## src/rtl/uart_pkg.sv

```systemverilog
// Shared constants and FSM state type for the buffered UART transmitter.
package uart_pkg;

    localparam int UART_DATA_BITS            = 8;
    localparam int UART_CLKS_PER_BIT_DEFAULT = 434;
    localparam int UART_FIFO_DEPTH_DEFAULT   = 4;

    typedef enum logic [2:0] {
        ST_IDLE   = 3'd0,
        ST_START  = 3'd1,
        ST_DATA   = 3'd2,
        ST_PARITY = 3'd3,
        ST_STOP   = 3'd4
    } uart_state_e;

endpackage

```

## src/rtl/uart_tx_fifo.sv

```systemverilog
// Single-clock byte FIFO for the UART transmitter: push/pop, full/empty/count,
// writes on full are dropped and flagged with a one-cycle overflow pulse.
module uart_tx_fifo
    import uart_pkg::*;
#(
    parameter int DEPTH = UART_FIFO_DEPTH_DEFAULT
) (
    input  logic                      clk,
    input  logic                      reset,
    input  logic                      push_i,
    input  logic [UART_DATA_BITS-1:0] push_data_i,
    input  logic                      pop_i,
    output logic [UART_DATA_BITS-1:0] pop_data_o,
    output logic                      full_o,
    output logic                      empty_o,
    output logic [$clog2(DEPTH):0]    count_o,
    output logic                      overflow_o
);

    localparam int PW = $clog2(DEPTH);
    localparam int CW = PW + 1;

    logic [UART_DATA_BITS-1:0] mem_q [DEPTH];
    logic [PW-1:0]             wr_ptr_q;
    logic [PW-1:0]             rd_ptr_q;
    logic [CW-1:0]             count_q;
    logic [CW-1:0]             count_d;
    logic                      overflow_q;
    logic                      do_push;
    logic                      do_pop;

    assign full_o     = (count_q == CW'(DEPTH));
    assign empty_o    = (count_q == '0);
    assign count_o    = count_q;
    assign overflow_o = overflow_q;
    assign pop_data_o = mem_q[rd_ptr_q];

    // Full is taken from the registered count, so a same-cycle pop never frees room for a write.
    assign do_push = push_i && !full_o;
    assign do_pop  = pop_i && !empty_o;

    // NOTE: every always_comb output gets a default first, otherwise a path that skips it infers a latch.
    always_comb begin
        count_d = count_q;
        case ({do_push, do_pop})
            2'b10:   count_d = count_q + CW'(1);
            2'b01:   count_d = count_q - CW'(1);
            default: count_d = count_q;
        endcase
    end

    // NOTE: storage is deliberately not reset; pointers and count alone say which entries are valid.
    always_ff @(posedge clk) begin
        if (do_push) begin
            mem_q[wr_ptr_q] <= push_data_i;
        end
    end

    // NOTE: sequential state uses non-blocking assignments so every register samples pre-edge values.
    always_ff @(posedge clk or posedge reset) begin
        if (reset) begin
            wr_ptr_q   <= '0;
            rd_ptr_q   <= '0;
            count_q    <= '0;
            overflow_q <= 1'b0;
        end else begin
            overflow_q <= push_i && full_o;
            count_q    <= count_d;
            if (do_push) wr_ptr_q <= wr_ptr_q + PW'(1);
            if (do_pop)  rd_ptr_q <= rd_ptr_q + PW'(1);
        end
    end

endmodule

```

## src/rtl/uart_tx_buffered.sv

```systemverilog
// Buffered UART transmitter: byte FIFO feeding an 8N1 serializer (LSB first).
// Define UART_TX_PARITY_EN to insert an even-parity bit before stop (8E1).
module uart_tx_buffered
    import uart_pkg::*;
#(
    parameter int CLKS_PER_BIT = UART_CLKS_PER_BIT_DEFAULT,
    parameter int FIFO_DEPTH   = UART_FIFO_DEPTH_DEFAULT
) (
    input  logic                      clk,
    input  logic                      reset,
    input  logic [UART_DATA_BITS-1:0] i_data,
    input  logic                      i_enable,
    output logic                      o_tx,
    output logic                      o_busy,
    output logic                      o_full,
    output logic                      o_overflow
);

    localparam int            BW        = $clog2(CLKS_PER_BIT);
    localparam logic [BW-1:0] BAUD_LAST = BW'(CLKS_PER_BIT - 1);
    localparam logic [2:0]    BIT_LAST  = 3'(UART_DATA_BITS - 1);

    uart_state_e               state_q;
    logic                      tx_q;
    logic [BW-1:0]             baud_q;
    logic [2:0]                bit_q;
    logic [UART_DATA_BITS-1:0] shift_q;
`ifdef UART_TX_PARITY_EN
    logic                      parity_q;
`endif

    logic                          fifo_empty;
    logic                          fifo_full;
    logic [$clog2(FIFO_DEPTH):0]   fifo_count;
    logic [UART_DATA_BITS-1:0]     fifo_data;
    logic                          pop;
    logic                          baud_done;

    uart_tx_fifo #(
        .DEPTH (FIFO_DEPTH)
    ) u_fifo (
        .clk         (clk),
        .reset       (reset),
        .push_i      (i_enable),
        .push_data_i (i_data),
        .pop_i       (pop),
        .pop_data_o  (fifo_data),
        .full_o      (fifo_full),
        .empty_o     (fifo_empty),
        .count_o     (fifo_count),
        .overflow_o  (o_overflow)
    );

    assign baud_done = (baud_q == BAUD_LAST);

    // Pop only when a new frame starts: from IDLE, or at the last stop cycle for back-to-back frames.
    always_comb begin
        pop = 1'b0;
        if (!fifo_empty) begin
            pop = (state_q == ST_IDLE) || (state_q == ST_STOP && baud_done);
        end
    end

    always_ff @(posedge clk or posedge reset) begin
        if (reset) begin
            state_q  <= ST_IDLE;
            tx_q     <= 1'b1;
            baud_q   <= '0;
            bit_q    <= '0;
            shift_q  <= '0;
`ifdef UART_TX_PARITY_EN
            parity_q <= 1'b0;
`endif
        end else begin
            case (state_q)
                ST_IDLE: begin
                    tx_q   <= 1'b1;
                    baud_q <= '0;
                    if (pop) begin
                        shift_q  <= fifo_data;
`ifdef UART_TX_PARITY_EN
                        parity_q <= ^fifo_data;
`endif
                        tx_q     <= 1'b0;
                        state_q  <= ST_START;
                    end
                end
                ST_START: begin
                    if (baud_done) begin
                        baud_q  <= '0;
                        bit_q   <= '0;
                        tx_q    <= shift_q[0];
                        state_q <= ST_DATA;
                    end else begin
                        baud_q <= baud_q + BW'(1);
                    end
                end
                ST_DATA: begin
                    if (baud_done) begin
                        baud_q <= '0;
                        if (bit_q == BIT_LAST) begin
`ifdef UART_TX_PARITY_EN
                            tx_q    <= parity_q;
                            state_q <= ST_PARITY;
`else
                            tx_q    <= 1'b1;
                            state_q <= ST_STOP;
`endif
                        end else begin
                            shift_q <= shift_q >> 1;
                            tx_q    <= shift_q[1];
                            bit_q   <= bit_q + 3'd1;
                        end
                    end else begin
                        baud_q <= baud_q + BW'(1);
                    end
                end
`ifdef UART_TX_PARITY_EN
                ST_PARITY: begin
                    if (baud_done) begin
                        baud_q  <= '0;
                        tx_q    <= 1'b1;
                        state_q <= ST_STOP;
                    end else begin
                        baud_q <= baud_q + BW'(1);
                    end
                end
`endif
                ST_STOP: begin
                    if (baud_done) begin
                        baud_q <= '0;
                        if (pop) begin
                            shift_q  <= fifo_data;
`ifdef UART_TX_PARITY_EN
                            parity_q <= ^fifo_data;
`endif
                            tx_q     <= 1'b0;
                            state_q  <= ST_START;
                        end else begin
                            tx_q    <= 1'b1;
                            state_q <= ST_IDLE;
                        end
                    end else begin
                        baud_q <= baud_q + BW'(1);
                    end
                end
                default: begin
                    tx_q    <= 1'b1;
                    baud_q  <= '0;
                    state_q <= ST_IDLE;
                end
            endcase
        end
    end

    assign o_tx   = tx_q;
    assign o_full = fifo_full;
    assign o_busy = (state_q != ST_IDLE) || (fifo_count != '0);

endmodule

```

## config.mk

```make
export PLATFORM = sky130hd
export DESIGN_NAME = uart_tx_buffered
export DESIGN_NICKNAME = d
export VERILOG_FILES = /design/src/rtl/uart_pkg.sv /design/src/rtl/uart_tx_fifo.sv /design/src/rtl/uart_tx_buffered.sv
export SDC_FILE = /design/constraint.sdc
export NUM_CORES = 1
export LEC_CHECK = 0
export CAP_MARGIN = 20
export CORE_MARGIN = 4
export CORE_UTILIZATION = 34
export CTS_BUF_LIST = sky130_fd_sc_hd__clkbuf_8
export DETAILED_ROUTE_END_ITERATION = 8
export PLACE_DENSITY = 0.61
export SLEW_MARGIN = 20
export SYNTH_ARGS = -nofsm -noshare
export SYNTH_HDL_FRONTEND = slang
export SYNTH_HIERARCHICAL = 1
export SYNTH_SLANG_ARGS = --single-unit
```

## constraint.sdc

```tcl
create_clock -name clk -period 2.2 [get_ports clk]
set_input_delay 0.44 -clock clk [delete_from_list [all_inputs] [get_ports clk]]
set_output_delay 0.44 -clock clk [all_outputs]
set_load 0.01 [all_outputs]
```

==> results of run 1 <==
-- worst max-delay path by stage --
stage,startpoint,endpoint,depth (start not counted)
finish,baud_q[1],u_fifo/count_o[2],12
global placement,baud_q[1],u_fifo/count_o[2],12
detailed placement,baud_q[1],u_fifo/count_o[2],12
CTS,baud_q[1],u_fifo/count_o[2],12
global route,baud_q[1],u_fifo/count_o[2],12
floorplan,baud_q[1],u_fifo/count_o[2],12
-- power breakdown --
group / switching (W) / internal (W)
combinational: 0.000596 / 0.000745
clock: 0.000465 / 0.000523
sequential: 0.000168 / 0.00162
total: 0.00123 / 0.00288
-- placed cells by master, fill, tap and decap left out, types with 5 or more instances in the layout --
cell and count:
nand2_1 5, nor3_1 6, edfxtp_1 32, dfrtp_1 31, inv_1 13, buf_4 29
ha_1 7, mux4_2 8, nor2_1 18, clkdlybuf4s50_1 12, nand3_1 5, clkbuf_8 9
mux2_2 14, xnor2_1 9
-- per-layer routing --
metal  part of all wire (%)  routed length [um]  track usage [%]
met1                     45                2353            13.67
met2                     49                2566            17.56
met3                    3.8                 198            4.201
met4                    1.7                  91            4.090
met5                      0                   0                0
-- logic make-up after synthesis --
group / synth area share, %
multiplexers: 12.94
flip-flops: 59.60
buffers and inverters: 2.792
XOR/XNOR: 3.849
AND/OR/NAND/NOR: 11.30
adder cells (fa/ha/maj): 4.484
AO/OA/AOI/OAI: 5.034
-- timing repair --
action / 4_1_cts / 5_1_grt
buffers inserted: 4 / 0
hold endpoints to repair: 0 / 0
endpoints found under the setup margin: 2 / 3
gates resized for setup: 6 / 4
pin swaps: 4 / 3
-- sequential cells by signal (all words and copies together), names as in the netlist --
register           count
u_fifo/mem_q          32
u_fifo/rd_ptr_q        2
u_fifo/overflow_o      1
o_tx                   1
bit_q                  3
state_q                3
baud_q                 9
u_fifo/count_o         3
shift_q                8
u_fifo/wr_ptr_q        2
-- stage by stage --
stage | setup slack (ns) | total power (W) | instances
global placement | -0.03169 | 0.003100 | 346
floorplan | 0.01278 | 0.002653 | 208
finish | -0.05624 | 0.004113 | 366
detailed placement | -0.1038 | 0.003134 | 346
CTS | -0.05387 | 0.004152 | 366
global route | -0.2166 | 0.004403 | 366
-- cell type report --
class                      count  area (um^2)
multi-input combinational    124         1150
timing repair buffer          43        359.1
clock buffer                   9        123.9
inverter                      14        52.55
clock inverter                 7        72.57
tap                          105        131.4
sequential                    64         1763
fill                         764         4688
==> flow_summary.toml, run 1 <==
[status]
status = "complete, but fails checks"
violations = "negative setup slack"

[routing]
wl_mm = 5.208
via_per_inst = 4.866
drtIter0Drc = 45
detail-route-antenna-nets = 0
via_count = 1781
firstDrtPassIters = 4
wl_per_cell_um = 14.23
drcViolationCount = 0

[setup_path]
critPathKind = "register to register"
critPathMaxStageDelay_ns = 0.38
crit_required_ns = 2.42
crit_buf_inv = 2
worst-path-max-fanout = 2
crit_arrival_ns = 2.48
crit_chain = "inv_1, ha_2, nand4b_1, o21ai_2, and2_4, o31a_4, ha_4, inv_2, fa_2, xor2_1, nor2_1, xor2_1"
cp_slowest_cell = "dfrtp_1"
path_delay_family = "adder cells"
cp-start-kind = "register"
reg2reg_depth = 12
end_kind = "register"
crit_top_cell = "xor2_1"
r2r_end = "u_fifo/count_o[2]"
timing.rr.start = "baud_q[1]"
regToRegSetupSlack_ns = -0.06

[global_routing]
first_global_vias = 1774
grt_pass1_wl_mm = 8.652
grt_usage_pct = 11.03
grt_overflow = 0
antenna_found_initial = 0
grt_max_degree = 15

[pwr]
p_per_area_nw_per_um2 = 1126
irDropWorstVdd_mv = 0.8050
p_leak_nw = 1.438

[clock_network]
cts-root-buf = "clkbuf_8"
cts_buffers = 9
clkSinkCount = 64
clk_latency_ns = 0.33
clockBufferDepth = 2
clk_pin_slew_ns = 0.07
cts_tree = "built"
cts_hold_buf = 0
htreeDepth = 3

[placed_design]
postPlaceCellArea_um2 = 3391
gp_congestion = 0.7730
io_buffers = 14
post-dp-hpwl_mm = 3.588

[timing]
rsz0062_at_grt = "true"
holdWs_ns = 0.3857
slew_violations = 0
tightestPinTransition_ns = 0.4507
period_minus_slack_ns = 2.256
setup_tns_ns = -0.05624
finalHoldViolations = 0
worst_slack_ns = -0.05624
max_slew_margin_pct = 69.92
fin_worst_skew_ns = 0.008561
setup_violations = 1
period_share_pct = 102.6
fmax_mhz = 443.2

[finish]
final_nets = 277
drive_gt1_share_pct = 33.33
diodes = 0
fin_util_pct = 43.79
design_area_um2 = 3652
syn_to_final_growth_pct = 23.48

[synth]
post-synth-top-count-cell = "edfxtp_1"
synth_top_area_cell = "edfxtp_1"
syn_area_um2 = 2958
synth_top_area_share_pct = 32.49
synthTopCellsByCount = "32 x edfxtp_1, 31 x dfrtp_1, 18 x nor2_1"
synth_cell_type_count = 47
synth_edf_count = 32
ys_warn_count = 6
ys_ff_latch = 64
syn_area_per_cell_um2 = 14.22
synth_area_leaders = "edfxtp_1 32%, dfrtp_1 26%, mux4_2 6.1%"
synth_flop_cell = "edfxtp_1"
seq_area_frac_synth_pct = 59.60
netlist_instances = 208
syn-num-nets = 229
ys_async_sr_fraction_pct = 50.00

[floorplanning]
die_area_um2 = 10260
boundaryPins = 15
die_w_um = 101.3
dieHeight_um = 101.3
row_count = 33
core_area_um2 = 8341
initial_core_util_pct = 35.46

[run]
drv_cap = 0

[min_path]
hp-class = "primary input to async pin"
(Power assumes the default switching activity.)
==> inputs of run 2 (changes only) <==
--- a/config.mk
+++ b/config.mk
@@ -10,7 +10,7 @@
 export CORE_UTILIZATION = 34
 export CTS_BUF_LIST = sky130_fd_sc_hd__clkbuf_8
 export DETAILED_ROUTE_END_ITERATION = 8
-export PLACE_DENSITY = 0.61
+export PLACE_DENSITY = 0.59
 export SLEW_MARGIN = 20
 export SYNTH_ARGS = -nofsm -noshare
 export SYNTH_HDL_FRONTEND = slang
==> constraint.sdc (replaced) <==
create_clock -name clk -period 2.65 [get_ports clk]
set_input_delay 0.53 -clock clk [delete_from_list [all_inputs] [get_ports clk]]
set_output_delay 0.53 -clock clk [all_outputs]
set_load 0.01 [all_outputs]
==> run 2 against run 1 <==
The flow now finishes without violations; hold slack better by 0.080 ns; first-iteration DRC count grew 120%; clock power decreased by 24%; die area unchanged; clock skew decreased by 0.0020 ns; maximum frequency shrank 4.5%; critical path type unchanged; largest cell class unchanged; largest power group unchanged.
==> flow_summary.toml, run 2 (synthesis results as in run 1) <==
[setup_path]
cp-start-kind = "register"
crit_arrival_ns = 2.62
critPathKind = "register to register"
crit_required_ns = 2.91
worst-path-max-fanout = 4
end_kind = "register"

[floorplanning]
die_w_um = 101.3
initial_core_util_pct = 35.46
row_count = 33
boundaryPins = 15
die_area_um2 = 10260
core_area_um2 = 8341
dieHeight_um = 101.3

[routing]
wl_mm = 4.785
drcViolationCount = 0
detail-route-antenna-nets = 0
via_per_inst = 4.811
firstDrtPassIters = 4
wl_per_cell_um = 13.91
drtIter0Drc = 101
via_count = 1655

[run]
drv_cap = 0

[timing]
worst_slack_ns = 0.2882
fmax_mhz = 423.4
tightestPinTransition_ns = 0.6032
fin_worst_skew_ns = 0.006551
rsz0062_at_grt = "false"
period_minus_slack_ns = 2.362
setup_tns_ns = 0
finalHoldViolations = 0
setup_violations = 0
period_share_pct = 89.12
max_slew_margin_pct = 59.79
slew_violations = 0

[finish]
n_fill_cell = 795
reg.largest.list = "u_fifo/mem_q (32), baud_q (9), shift_q (8)"
fin_util_pct = 41.16
regArea_um2 = 1763
regMostFlops = "u_fifo/mem_q"
diodes = 0
final_cell_mix = "32 x edfxtp_1, 31 x dfrtp_1, 18 x nor2_1"
drive_gt1_share_pct = 24.69
final_nets = 255
multi_input_area_um2 = 1112
largest_reg_flops = 32
syn_to_final_growth_pct = 16.07
layout_commonest_cell = "edfxtp_1"

[global_routing]
grt_overflow = 0
grt_pass1_wl_mm = 8.093
gr-usage-met3_pct = 2.961
antenna_found_initial = 0
first_global_vias = 1612
met1_usage_pct = 13.58
gr-usage-met2_pct = 16.10
grt_max_degree = 25
grt.busiest_layer = "met2"
grt_usage_pct = 10.51

[clock_network]
clkSinkCount = 64
clk_pin_slew_ns = 0.07
cts_tree = "built"
postCtsSetupRepairBufs = 0
cts-root-buf = "clkbuf_8"
clockBufferDepth = 2
clk_latency_ns = 0.33
cts_buffers = 9
htreeDepth = 3

[pwr]
p_leak_nw = 1.315
p_per_area_nw_per_um2 = 920.3
irDropWorstVdd_mv = 0.3364

[placed_design]
pre_cts_ws_ns = 0.2236
post-dp-hpwl_mm = 3.318
io_buffers = 14
gp_congestion = 0.7260

[min_path]
hp-class = "primary input to async pin"

[status]
status = "finished clean"
-- run 2: repair_timing --
item,CTS,global route
setup endpoints to repair,0,1
gates resized for setup,0,1
hold buffers,0,0
endpoints found under the hold margin,0,0
-- run 2: critical path, stage by stage, from the launching register on --
cell and delay [ns]:
dfrtp_1 0.41, inv_1 0.06, ha_1 0.14, nand4b_1 0.13, o21ai_1 0.18, and2_1 0.17
o31a_2 0.18, ha_1 0.19, inv_1 0.06, fa_1 0.37, xor2_1 0.15, nor2_1 0.11
xor2_1 0.14
-- run 2: final timing paths --
kind | slack, ns | cells past startpoint | startpoint | to
min | 0.47 | 2 | reset | u_fifo/count_o[1]
min reg2reg | 0.51 | 1 | shift_q[2] | shift_q[2]
max in group asynchronous | 1.79 | 3 | reset | o_tx
max | 0.29 | 12 | baud_q[1] | u_fifo/count_o[2]
min in group clk | 0.51 | 1 | shift_q[2] | shift_q[2]
max reg2reg | 0.29 | 12 | baud_q[1] | u_fifo/count_o[2]
-- run 2: layout make-up --
cell class / count / share of cell area (%)
clock inverters: 6 / 1.276
well taps: 105 / 3.827
inverters: 14 / 1.531
flip-flops and latches: 64 / 51.35
clock buffers: 10 / 4.009
repair buffers: 21 / 5.612
multi-input cells: 124 / 32.40
-- run 2: where the power goes --
| group | internal (W) | switching, W |
|---|---|---|
| clock | 0.000367 | 0.000384 |
| combinational | 0.000485 | 0.000345 |
| sequential | 0.00134 | 0.000235 |
-- run 2: routing by layer --
layer | up-vias | wire length (um)
li1 | 810 | -
met1 | 808 | 2167
met2 | 28 | 2346
met3 | 9 | 177
met4 | 0 | 93
met5 | - | 0
-- run 2: per-stage QoR --
| stage | hold WS [ns] | instances | power, W | instance area [um^2] |
|---|---|---|---|---|
| floorplan | 0.3457 | 208 | 0.002202 | 2958 |
| global placement | 0.4856 | 328 | 0.002436 | 3252 |
| detailed placement | 0.4969 | 328 | 0.002453 | 3252 |
| CTS | 0.4585 | 344 | 0.003220 | 3433 |
| global route | 0.4846 | 344 | 0.003394 | 3433 |
| finish | 0.4652 | 344 | 0.003160 | 3433 |
==> inputs of run 3 (changes only) <==
==> constraint.sdc (replaced) <==
create_clock -name clk -period 3.1 [get_ports clk]
set_input_delay 0.62 -clock clk [delete_from_list [all_inputs] [get_ports clk]]
set_output_delay 0.62 -clock clk [all_outputs]
set_load 0.01 [all_outputs]
==> run 3 against run 2 <==
Worst setup slack better by 0.28 ns; non-clock buffer count down 6; sequential power decreased by 13%; critical path type unchanged.
==> flow_summary.toml, run 3 (synthesis results as in run 1) <==
[finish]
n_fill_cell = 802
final_nets = 249
regArea_um2 = 1763
largest_reg_flops = 32
drive_gt1_share_pct = 22.32
diodes = 0
syn_to_final_growth_pct = 14.26
reg.largest.list = "u_fifo/mem_q (32), baud_q (9), shift_q (8)"
instances_no_fill = 338
multi_input_area_um2 = 1112
design_area_um2 = 3379
layout_commonest_cell = "edfxtp_1"
final_cell_mix = "32 x edfxtp_1, 31 x dfrtp_1, 18 x nor2_1"
regMostFlops = "u_fifo/mem_q"

[floorplanning]
die_w_um = 101.3
initial_core_util_pct = 35.46
core_area_um2 = 8341
die_area_um2 = 10260
boundaryPins = 15
row_count = 33
dieHeight_um = 101.3

[clock_network]
cts_buffers = 9
clkSinkCount = 64
htreeDepth = 3
cts_hold_buf = 0
postCtsSetupRepairBufs = 0
clk_pin_slew_ns = 0.07
clockBufferDepth = 2
cts-root-buf = "clkbuf_8"
cts_tree = "built"
cts-resized-gates = 0
clk_latency_ns = 0.34

[placed_design]
gp_congestion = 0.7612
postPlaceCellArea_um2 = 3207
post-dp-hpwl_mm = 3.268
io_buffers = 14
dp.cells = 322

[setup_path]
crit_required_ns = 3.37
crit_arrival_ns = 2.80
worst-path-max-fanout = 4
critPathKind = "register to register"
end_kind = "register"
cp-start-kind = "register"

[run]
drv_cap = 0

[timing]
fmax_mhz = 394.6
fin_worst_skew_ns = 0.006817
setup_violations = 0
rsz0062_at_grt = "false"
slew_violations = 0
tightestPinTransition_ns = 0.6097
period_share_pct = 81.76
finalHoldViolations = 0
setup_tns_ns = 0
period_minus_slack_ns = 2.534
max_slew_margin_pct = 59.36

[pwr]
irDropWorstVdd_mv = 0.3300
p_per_area_nw_per_um2 = 788.8
p_leak_nw = 1.272

[routing]
via_per_inst = 4.822
via_count = 1630
drcViolationCount = 0
drtIter0Drc = 72
firstDrtPassIters = 4
wl_per_cell_um = 14.53
wl_mm = 4.911
detail-route-antenna-nets = 0

[global_routing]
first_global_vias = 1734
grt_max_degree = 25
grt_pass1_wl_mm = 8.763
grt_overflow = 0
grt_usage_pct = 11.17
antenna_found_initial = 0

[min_path]
hp-class = "register to register"

[status]
status = "finished clean"
## run 3: changes by cell type in the layout (fill, tap and decap cells not counted), sizes merged
cell	before	now
buf	7	1
clkbuf	10	9
clkinvlp	1	3
inv	15	14
## run 3: path summary, 6_finish.rpt
check / startpoint / end / slack, ns / depth (start not counted)
setup / recovery: baud_q[1] / u_fifo/count_o[2] / 0.57 / 12
hold / removal: shift_q[5] / shift_q[5] / 0.51 / 1
setup reg to reg: baud_q[1] / u_fifo/count_o[2] / 0.57 / 12
hold reg to reg: shift_q[5] / shift_q[5] / 0.51 / 1
max in group asynchronous: reset / o_tx / 2.17 / 3
min in group asynchronous: reset / u_fifo/wr_ptr_q[1] / 0.54 / 2
## run 3: power breakdown
part	total [W]	switching [W]	leakage (nW)	internal, W
Sequential	0.00137	0.000218	0.688	0.00115
Combinational	0.000677	0.000274	0.506	0.000404
Clock	0.000623	0.000336	0.0789	0.000287
Total	0.00267	0.000828	1.27	0.00184
## run 3: final cells by class
type                    count  share of cell area [%]
clock buffers               9                   3.665
clock inverters             7                   1.444
inverters                  14                   1.555
multi-input cells         124                   32.91
flip-flops and latches     64                   52.17
well taps                 105                   3.887
repair buffers             15                   4.369
## run 3: through the flow
stage / power [W] / hold WS (ns) / setup WS (ns) / util (%)
6_report: 0.002666 / 0.5050 / 0.5656 / 40.52
5_1_grt: 0.002874 / 0.5166 / 0.4177 / 40.52
4_1_cts: 0.002712 / 0.5086 / 0.5845 / 40.52
3_5_place_dp: 0.002078 / 0.4921 / 0.6035 / 38.45
3_3_place_gp: 0.002066 / 0.4891 / 0.6591 / 38.45
2_1_floorplan: 0.001883 / 0.4357 / 0.8322 / -
## run 3: layer usage
layer / part of all wire (%) / vias up / wire length (um) / GRT usage [%]
li1: - / 794 / - / -
met1: 43 / 801 / 2128 / 13.64
met2: 51 / 28 / 2492 / 18.16
met3: 4.4 / 7 / 217 / 4.201
met4: 1.5 / 0 / 72 / 3.988
met5: 0 / - / 0 / 0
## run 3: worst max-delay path: stages, from the launching register on
cell      delay [ns]
dfrtp_1         0.41
inv_1           0.07
ha_1            0.15
nand4b_1        0.12
o21ai_0         0.31
and2_1          0.20
o31a_2          0.19
ha_1            0.18
inv_1           0.06
fa_1            0.37
xor2_1          0.15
nor2_1          0.11
xor2_1          0.14
